## config.mk

```make
export PLATFORM = sky130hd
export DESIGN_NAME = adc_sample_averager
export DESIGN_NICKNAME = d
export VERILOG_FILES = /design/src/rtl/adc_sample_averager.sv
export SDC_FILE = /design/constraint.sdc
export NUM_CORES = 1
export LEC_CHECK = 0
export ABC_AREA = 0
export BUFFER_PORTS_ARGS = -buffer_cell sky130_fd_sc_hd__buf_2
export CORE_ASPECT_RATIO = 2
export CORE_UTILIZATION = 30
export CTS_BUF_LIST = sky130_fd_sc_hd__clkbuf_2 sky130_fd_sc_hd__clkbuf_4 sky130_fd_sc_hd__clkbuf_8
export DETAILED_ROUTE_END_ITERATION = 6
export SYNTH_ARGS = -nofsm -noshare
export SYNTH_HDL_FRONTEND = slang
export SYNTH_SLANG_ARGS = --single-unit
```

## constraint.sdc

```tcl
create_clock -name clk_i -period 5.4 [get_ports clk_i]
set_input_delay 0.27 -clock clk_i [delete_from_list [all_inputs] [get_ports clk_i]]
set_output_delay 0.27 -clock clk_i [all_outputs]
set_load 0.01 [all_outputs]
```

## src/rtl/adc_sample_averager.sv

```systemverilog
// adc_sample_averager: per-channel block averaging of 2^AVG_LOG2 packed ADC frames with registered valid/ready output
module adc_sample_averager #(
    parameter int NUM_CHANNELS = 2,
    parameter int WORD_WIDTH   = 16,
    parameter int SAMPLE_WIDTH = 12,
    parameter int SAMPLE_LSB   = 1,
    parameter int AVG_LOG2     = 2
) (
    input  logic                                 clk_i,
    input  logic                                 rst_ni,
    input  logic                                 in_valid_i,
    output logic                                 in_ready_o,
    input  logic [NUM_CHANNELS*WORD_WIDTH-1:0]   in_data_i,
    output logic                                 out_valid_o,
    input  logic                                 out_ready_i,
    output logic [NUM_CHANNELS*SAMPLE_WIDTH-1:0] out_data_o,
    output logic                                 overrun_o,
    input  logic                                 overrun_clr_i,
    output logic [15:0]                          frame_count_o
);
    localparam int ACC_W = SAMPLE_WIDTH + AVG_LOG2;
    localparam int PH_W = (AVG_LOG2 > 0) ? AVG_LOG2 : 1;
    localparam logic [PH_W-1:0] LAST = PH_W'((1 << AVG_LOG2) - 1);

    if (SAMPLE_LSB + SAMPLE_WIDTH > WORD_WIDTH) begin : g_bad_field
        $error("sample field does not fit inside its word");
    end

    logic [ACC_W-1:0] acc [NUM_CHANNELS];
    logic [ACC_W-1:0] sum [NUM_CHANNELS];
    logic [NUM_CHANNELS*SAMPLE_WIDTH-1:0] avg;
    logic [PH_W-1:0] phase;
    logic accept;
    logic complete;
    logic unused_bits;

    // word bits outside the sample field are deliberately ignored
    assign unused_bits = ^in_data_i;
    assign accept = in_valid_i & in_ready_o;
    assign complete = accept && (phase == LAST);

    // running sum including the current sample, and its truncated mean
    always_comb begin
        sum = '{default: '0};
        avg = '0;
        for (int c = 0; c < NUM_CHANNELS; c++) begin
            sum[c] = acc[c] + ACC_W'(in_data_i[c*WORD_WIDTH+SAMPLE_LSB +: SAMPLE_WIDTH]);
            avg[c*SAMPLE_WIDTH +: SAMPLE_WIDTH] = sum[c][AVG_LOG2 +: SAMPLE_WIDTH];
        end
    end

    // accumulation, completion, output handshake and sticky overrun
    always_ff @(posedge clk_i) begin
        if (!rst_ni) begin
            in_ready_o    <= 1'b0;
            out_valid_o   <= 1'b0;
            out_data_o    <= '0;
            overrun_o     <= 1'b0;
            frame_count_o <= '0;
            phase         <= '0;
            for (int c = 0; c < NUM_CHANNELS; c++) acc[c] <= '0;
        end else begin
            in_ready_o <= 1'b1;
            if (out_valid_o && out_ready_i) out_valid_o <= 1'b0;
            if (overrun_clr_i) overrun_o <= 1'b0;
            if (complete) begin
                out_valid_o   <= 1'b1;
                out_data_o    <= avg;
                frame_count_o <= frame_count_o + 16'd1;
                phase         <= '0;
                for (int c = 0; c < NUM_CHANNELS; c++) acc[c] <= '0;
                if (out_valid_o && !out_ready_i) overrun_o <= 1'b1;
            end else if (accept) begin
                phase <= phase + PH_W'(1);
                for (int c = 0; c < NUM_CHANNELS; c++) acc[c] <= sum[c];
            end
        end
    end
endmodule
```

==> reports/qor.yml, run 1 <==
yosysSeqAreaShare_pct: 42.2
rsz0062_at_grt: "false"
finalHoldViolCount: 0
r2r_start: "phase[0]$_SDFFE_PP0P_"
crit_fanout: 22
drv_slew: 0
final_layout_size_suffix_gt1_share_pct: 20.3
dp_slack_ps: 2650
min_period_over_period_pct: 47.4
p_per_area_nw_per_um2: 269
hp-class: "in -> reg"
setup_viol: 0
drt_pass1_iterations: 6
final.setup.worst_slack_ps: 2840
nets: 576
numCtsBuffers: 9
cts_setup_buffers: 0
timing.fmax_mhz: 391
cp-start-kind: "register"
mostFrequentLayoutCells: "buf_2, nor2_1, dfxtp_1"
syn2layout_area_growth_pct: 16.0
netlist.area_leader.share_pct: 21.8
dieArea_um2: 14200
io_pins: 80
antenna_cells: 0
hpwlAfterDp_mm: 7.83
clk_latency_ps: 370
holdPathStages: 4
holdBufCountCts: 0
ant_nets: 0
synth.avg_cell_area_um2: 9.14
via_per_inst: 5.26
final.setup_skew_ps: 12.8
clock_sinks: 73
tightest_slew_ps: 1110
synthFlopType: "dfxtp_1"
initial_utilization_pct: 30.7
reg2reg_to: "out_data_o[17]$_SDFFE_PN0P_"
wirelength_mm: 10.7
overflow: 0
p_int_mw: 0.897
place.gp.congestion: 0.851
rows: 60
dr.first_iter.drc_count: 168
crit_type: "reg -> reg"
die_w_um: 84.9
ir_worst_vdd_uv: 107
grt_pass1_vias: 3562
synth_edf_count: 28
synth_area_leaders: "dfxtp_1, edfxtp_1, ha_1"
comb_power_share_pct: 17.4
crit_path_top_delay_cell: "nand3_1"
max-clock-path-buffers: 2
grt_max_degree: 36
tns_ps: 0
required_ps: 5660
port_buffers: 71
crit_path_max_incr_delay_ps: 630
p_sw_mw: 0.388
end_kind: "register"
status: "completed"
reg2reg_depth: 5
wl_per_cell_um: 15.9
rrSetupSlack_ps: 2840
clk_pin_slew_worst_paths_ps: 90
pwr-share-clk_pct: 36.1
tritoncts: "built"
hp-start: "overrun_clr_i"
path_cells: "ha_1 > nand3_1 > buf_4 > or4_1 > a31oi_1"
htreeDepth: 3
power_switching_share_pct: 30.2
crit_arrival_ps: 2820
hold_end: "overrun_o$_SDFF_PN0_"
grt_usage_pct: 15.9
drc: 0
ctsResizeCount: 0
async_flop_share_pct: 0
p_leak_nw: 1.98
synth_nets: 516
p_seq_share_pct: 46.5
die_h_um: 168
ys_types: 58
cts-root-buf: "clkbuf_8"
cap_violations: 0
yosysTopAreaCell: "dfxtp_1"
syn_inst: 451
timing.slew.headroom_pct: 26.1
ys_warn_count: 0
min_period_ps: 2560
synth_area_um2: 4120
final_common_cell: "buf_2"
num_vias: 3531
core_um2: 13400
antenna_found_initial: 0
grt_first_pass_wirelength_mm: 17.5
ys_ff_latch: 73
-- final cells by class --
| cell class | instances | area [um2] |
|---|---|---|
| clock inverter | 7 | 82.6 |
| clock buffer | 9 | 124 |
| timing repair buffer | 73 | 370 |
| tap | 155 | 194 |
| fill | 1383 | 8650 |
| multi-input combinational | 342 | 2230 |
| sequential | 73 | 1740 |
| inverter | 12 | 45.0 |
-- synthesized netlist by cell type, types with 2 or more instances --
| cell type | instances |
|---|---|
| and3_1 | 5 |
| buf_1 | 2 |
| inv_1 | 11 |
| nor3_1 | 6 |
| a21o_1 | 6 |
| o21ai_2 | 2 |
| edfxtp_1 | 28 |
| nor3b_1 | 4 |
| nand2b_1 | 4 |
| nor2_1 | 66 |
| o21ai_0 | 16 |
| a311o_1 | 2 |
| buf_2 | 8 |
| nand3b_1 | 2 |
| or3_1 | 4 |
| ha_1 | 26 |
| nand4_1 | 11 |
| a21oi_1 | 27 |
| o211ai_1 | 13 |
| nor2b_1 | 5 |
| a21oi_2 | 2 |
| dfxtp_1 | 45 |
| fa_1 | 2 |
| o21a_1 | 2 |
| a211oi_1 | 3 |
| xor2_1 | 22 |
| clkbuf_1 | 12 |
| a31oi_1 | 2 |
| nand3_1 | 30 |
| and3_4 | 2 |
| o21ai_1 | 2 |
| xnor2_1 | 11 |
| and4_1 | 3 |
| nand4b_1 | 3 |
| nand2_1 | 35 |
| and2_1 | 4 |
| or4_1 | 2 |
-- cell families after synthesis --
| family | count (synthesis) | synth area share, % |
|---|---|---|
| and+or+nand+nor | 191 | 22.8 |
| AOI/OAI and AO/OA | 90 | 15.4 |
| DFF | 73 | 42.2 |
| buffers and inverters | 36 | 3.73 |
| xor gates and xnor gates | 33 | 7.01 |
| adders and majority gates | 28 | 8.86 |
-- stage by stage --
step | cells | cell area, um2 | utilization [%] | hold WS (ps) | power (mW)
6_report | 671 | 4790 | 35.6 | 181 | 1.29
5_1_grt | 671 | 4790 | 35.6 | 195 | 1.35
4_1_cts | 671 | 4790 | 35.6 | 172 | 1.29
3_5_place_dp | 655 | 4580 | 34.1 | 451 | 0.832
3_3_place_gp | 655 | 4580 | 34.1 | 447 | 0.827
2_1_floorplan | 451 | 4120 | - | 298 | 0.778
-- critical path: cells and delay by family, from the launching register on --
kind | cells | cell delay (ps)
adders and majority gates | 1 | 260
and+or+nand+nor | 2 | 1150
DFF | 1 | 370
AOI/OAI and AO/OA | 1 | 200
buffers and inverters | 1 | 470
-- how the worst max path moves through the flow --
stage                                 start                              to  slack [ps]  cells past startpoint
floorplan           acc[0][0]$_SDFFCE_PN0P_     out_data_o[10]$_SDFFE_PN0P_        3390                      9
global placement                     rst_ni     out_data_o[20]$_SDFFE_PN0P_        2700                      4
detailed placement                   rst_ni     out_data_o[20]$_SDFFE_PN0P_        2650                      4
CTS                   phase[0]$_SDFFE_PP0P_  frame_count_o[12]$_SDFFE_PN0P_        2850                      7
global route          phase[0]$_SDFFE_PP0P_     out_data_o[17]$_SDFFE_PN0P_        2710                      5
finish                phase[0]$_SDFFE_PP0P_     out_data_o[17]$_SDFFE_PN0P_        2840                      5
-- routing by layer --
layer / GRT usage, % / up-vias / part of all wire [%]
li1: - / 1735 / -
met1: 16.2 / 1675 / 38
met2: 29.8 / 96 / 54
met3: 2.65 / 25 / 4.0
met4: 9.43 / 0 / 3.9
met5: 0 / - / 0
-- state kept, by name, summed over array words and instances (netlist names) --
register	flops
in_ready_o	1
frame_count_o	16
overrun_o	1
phase	2
out_data_o	24
out_valid_o	1
acc	28
-- power by group through the flow --
stage	clock network [mW]	logic [mW]	registers [mW]
finish	0.464	0.224	0.598
global route	0.496	0.251	0.600
CTS	0.471	0.224	0.598
detailed placement	0	0.222	0.611
global placement	0	0.217	0.610
floorplan	0	0.169	0.609
Note: power is estimated with default switching activity, not from simulation.
==> run 2: changes to the inputs <==
==> constraint.sdc (replaced) <==
create_clock -name clk_i -period 2.27 [get_ports clk_i]
set_input_delay 0.1135 -clock clk_i [delete_from_list [all_inputs] [get_ports clk_i]]
set_output_delay 0.1135 -clock clk_i [all_outputs]
set_load 0.01 [all_outputs]
==> run 2 against run 1 <==
Non-clock buffer count is 12 higher. Largest cell class unchanged. Die area stayed put. Hold slack worse by 140 ps. Highest routed layer unchanged. Critical path depth is 4 higher. Critical endpoint is now out_data_o[10]$_SDFFE_PN0P_. Critical path type unchanged. Total power is 130% higher.
==> reports/qor.yml, run 2 (same netlist as run 1, synthesis figures left out) <==
timing.slew.headroom_pct: 64.6  # +39 points
worst-path-buf-inv: 1  # unchanged
crit_type: "reg -> reg"
min_period_ps: 2190  # -371 ps
antenna_cells: 0  # unchanged
regMostFlops: "acc"
setup_viol: 0  # unchanged
required_ps: 2570  # -3090 ps
dr.first_iter.drc_count: 199  # +18%
wirelength_mm: 10.9  # +2.4%
drv_slew: 0  # unchanged
hpwlAfterDp_mm: 8.25  # +5.3%
rows: 60  # unchanged
holdBufCountCts: 0  # unchanged
hold_end: "overrun_o$_SDFF_PN0_"
finalPower_mw: 2.98  # +130%
syn2layout_area_growth_pct: 19.4
nets: 588  # +2.1%
grt_usage_pct: 15.9  # about the same
cp_top_family: "compound AO/OA/AOI/OAI gates"
reg2reg_depth: 9  # +4
clock_sinks: 73  # unchanged
dp_slack_ps: 31.5  # -2620 ps
utilization_pct: 36.6  # +1.0 points
largest_register_ffs: 28  # unchanged
die_h_um: 168  # unchanged
final_common_cell: "buf_2"
hold_ws_ps: 40.0  # -141 ps
grt_pass1_vias: 3605  # +1.2%
ir_worst_vdd_uv: 306  # +190%
hp-class: "in -> reg"
num_vias: 3622  # +2.6%
r2r_start: "acc[0][0]$_SDFFCE_PN0P_"
rrSetupSlack_ps: 80  # -2760 ps
drt_pass1_iterations: 7  # +1
end_kind: "register"
overflow: 0  # unchanged
mostFrequentLayoutCells: "buf_2, nor2_1, dfxtp_1"
ant_nets: 0  # unchanged
via_per_inst: 5.30  # +0.77%
finalHoldViolCount: 0  # unchanged
tritoncts: "built"
core_um2: 13400  # unchanged
place.gp.congestion: 0.887  # +4.1%
crit_fanout: 4  # -82%
rsz0062_at_grt: "true"
port_buffers: 71  # unchanged
grt_max_degree: 28  # -22%
antenna_found_initial: 0  # unchanged
cp-start-kind: "register"
io_pins: 80  # unchanged
hp-start: "overrun_clr_i"
wl_per_cell_um: 16.0  # +0.56%
crit_path_top_delay_cell: "fa_1"
tightest_slew_ps: 529  # -577 ps
p_per_area_nw_per_um2: 605  # +130%
wl_met2_mm: 6.10  # +6.0%
max-clock-path-buffers: 2  # unchanged
top_regs: "acc x28, out_data_o x24, frame_count_o x16"
die_w_um: 84.9  # unchanged
min_period_over_period_pct: 96.4  # +49 points
status: "completed"
p_leak_nw: 2.04  # +2.7%
crit_arrival_ps: 2490  # -330 ps
crit_path_max_incr_delay_ps: 390  # -240 ps
holdPathStages: 4  # unchanged
reg2reg_to: "out_data_o[10]$_SDFFE_PN0P_"
drc: 0  # unchanged
dieArea_um2: 14200  # unchanged
final.setup_skew_ps: 10.4  # -2.34 ps
routed.top_layer: "met4"
timing.fmax_mhz: 457  # +17%
initial_utilization_pct: 30.7  # unchanged
final_layout_size_suffix_gt1_share_pct: 23.7  # +3.3 points
clk_pin_slew_worst_paths_ps: 90  # about the same
final.setup.worst_slack_ps: 81.5  # -2760 ps
cap_violations: 0  # unchanged
grt_first_pass_wirelength_mm: 17.4  # -0.43%
path_cells: "ha_2 > inv_1 > fa_1 > and2b_1 > o211ai_2 > a21boi_2 > o21ai_4 > a2111oi_4 > a311o_1"
htreeDepth: 3  # unchanged
clk_latency_ps: 360  # about the same
cts-root-buf: "clkbuf_8"
numCtsBuffers: 9  # unchanged
wl_met3_um: 335  # -22%
drt-met1-wl_mm: 4.10  # +0.59%
==> run 2: layer usage <==
| layer | vias to the layer above | global-route usage [%] |
|---|---|---|
| li1 | 1768 | - |
| met1 | 1723 | 15.5 |
| met2 | 101 | 31.1 |
| met3 | 30 | 2.35 |
| met4 | 0 | 8.62 |
| met5 | - | 0 |
==> run 2: worst reg2reg max path, delay by kind of cell, from the launching register on <==
family	cells	cell delay, ps
AOI/OAI and AO/OA	5	940
adders and majority gates	2	570
DFF	1	330
and+or+nand+nor	1	240
buffers and inverters	1	50
==> run 2: worst max path at each step <==
| stage | slack (ps) | cells past startpoint | endpoint | startpoint |
|---|---|---|---|---|
| final | 80 | 9 | out_data_o[10]$_SDFFE_PN0P_ | acc[0][0]$_SDFFCE_PN0P_ |
| after global placement | 90 | 7 | acc[0][27]$_SDFFCE_PN0P_ | acc[0][20]$_SDFFCE_PN0P_ |
| after floorplan | 260 | 9 | out_data_o[10]$_SDFFE_PN0P_ | acc[0][0]$_SDFFCE_PN0P_ |
| after CTS | 4 | 7 | acc[0][27]$_SDFFCE_PN0P_ | acc[0][20]$_SDFFCE_PN0P_ |
| after detailed placement | 30 | 7 | acc[0][27]$_SDFFCE_PN0P_ | acc[0][20]$_SDFFCE_PN0P_ |
| after global routing | -10 | 10 | out_data_o[20]$_SDFFE_PN0P_ | acc[0][14]$_SDFFCE_PN0P_ |
==> run 2: report_power, final <==
part | leakage [nW] | internal (mW) | switching, mW
combinational | 1.28 | 0.224 | 0.344
sequential | 0.662 | 1.40 | 0.0183
clock | 0.0959 | 0.419 | 0.570
total | 2.04 | 2.05 | 0.932
==> run 2: cell type report <==
type / count / area [um2]
Tap cell: 155 / 194
Multi-Input combinational cell: 342 / 2270
Clock inverter: 7 / 58.8
Fill cell: 1361 / 8520
Sequential cell: 73 / 1740
Timing Repair Buffer: 85 / 485
Clock buffer: 9 / 124
Inverter: 12 / 45.0
==> run 2: through the flow <==
stage	area [um2]	std cells	TNS (ps)
2_1_floorplan	4120	451	0
3_3_place_gp	4690	666	0
3_5_place_dp	4690	666	0
4_1_cts	4870	682	0
5_1_grt	4920	683	-17.2
6_report	4920	683	0
==> run 2: what timing repair did <==
| item | in CTS | in global routing |
|---|---|---|
| resized for setup | 0 | 11 |
| endpoints found under the setup margin | 0 | 11 |
| setup buffers | 0 | 1 |
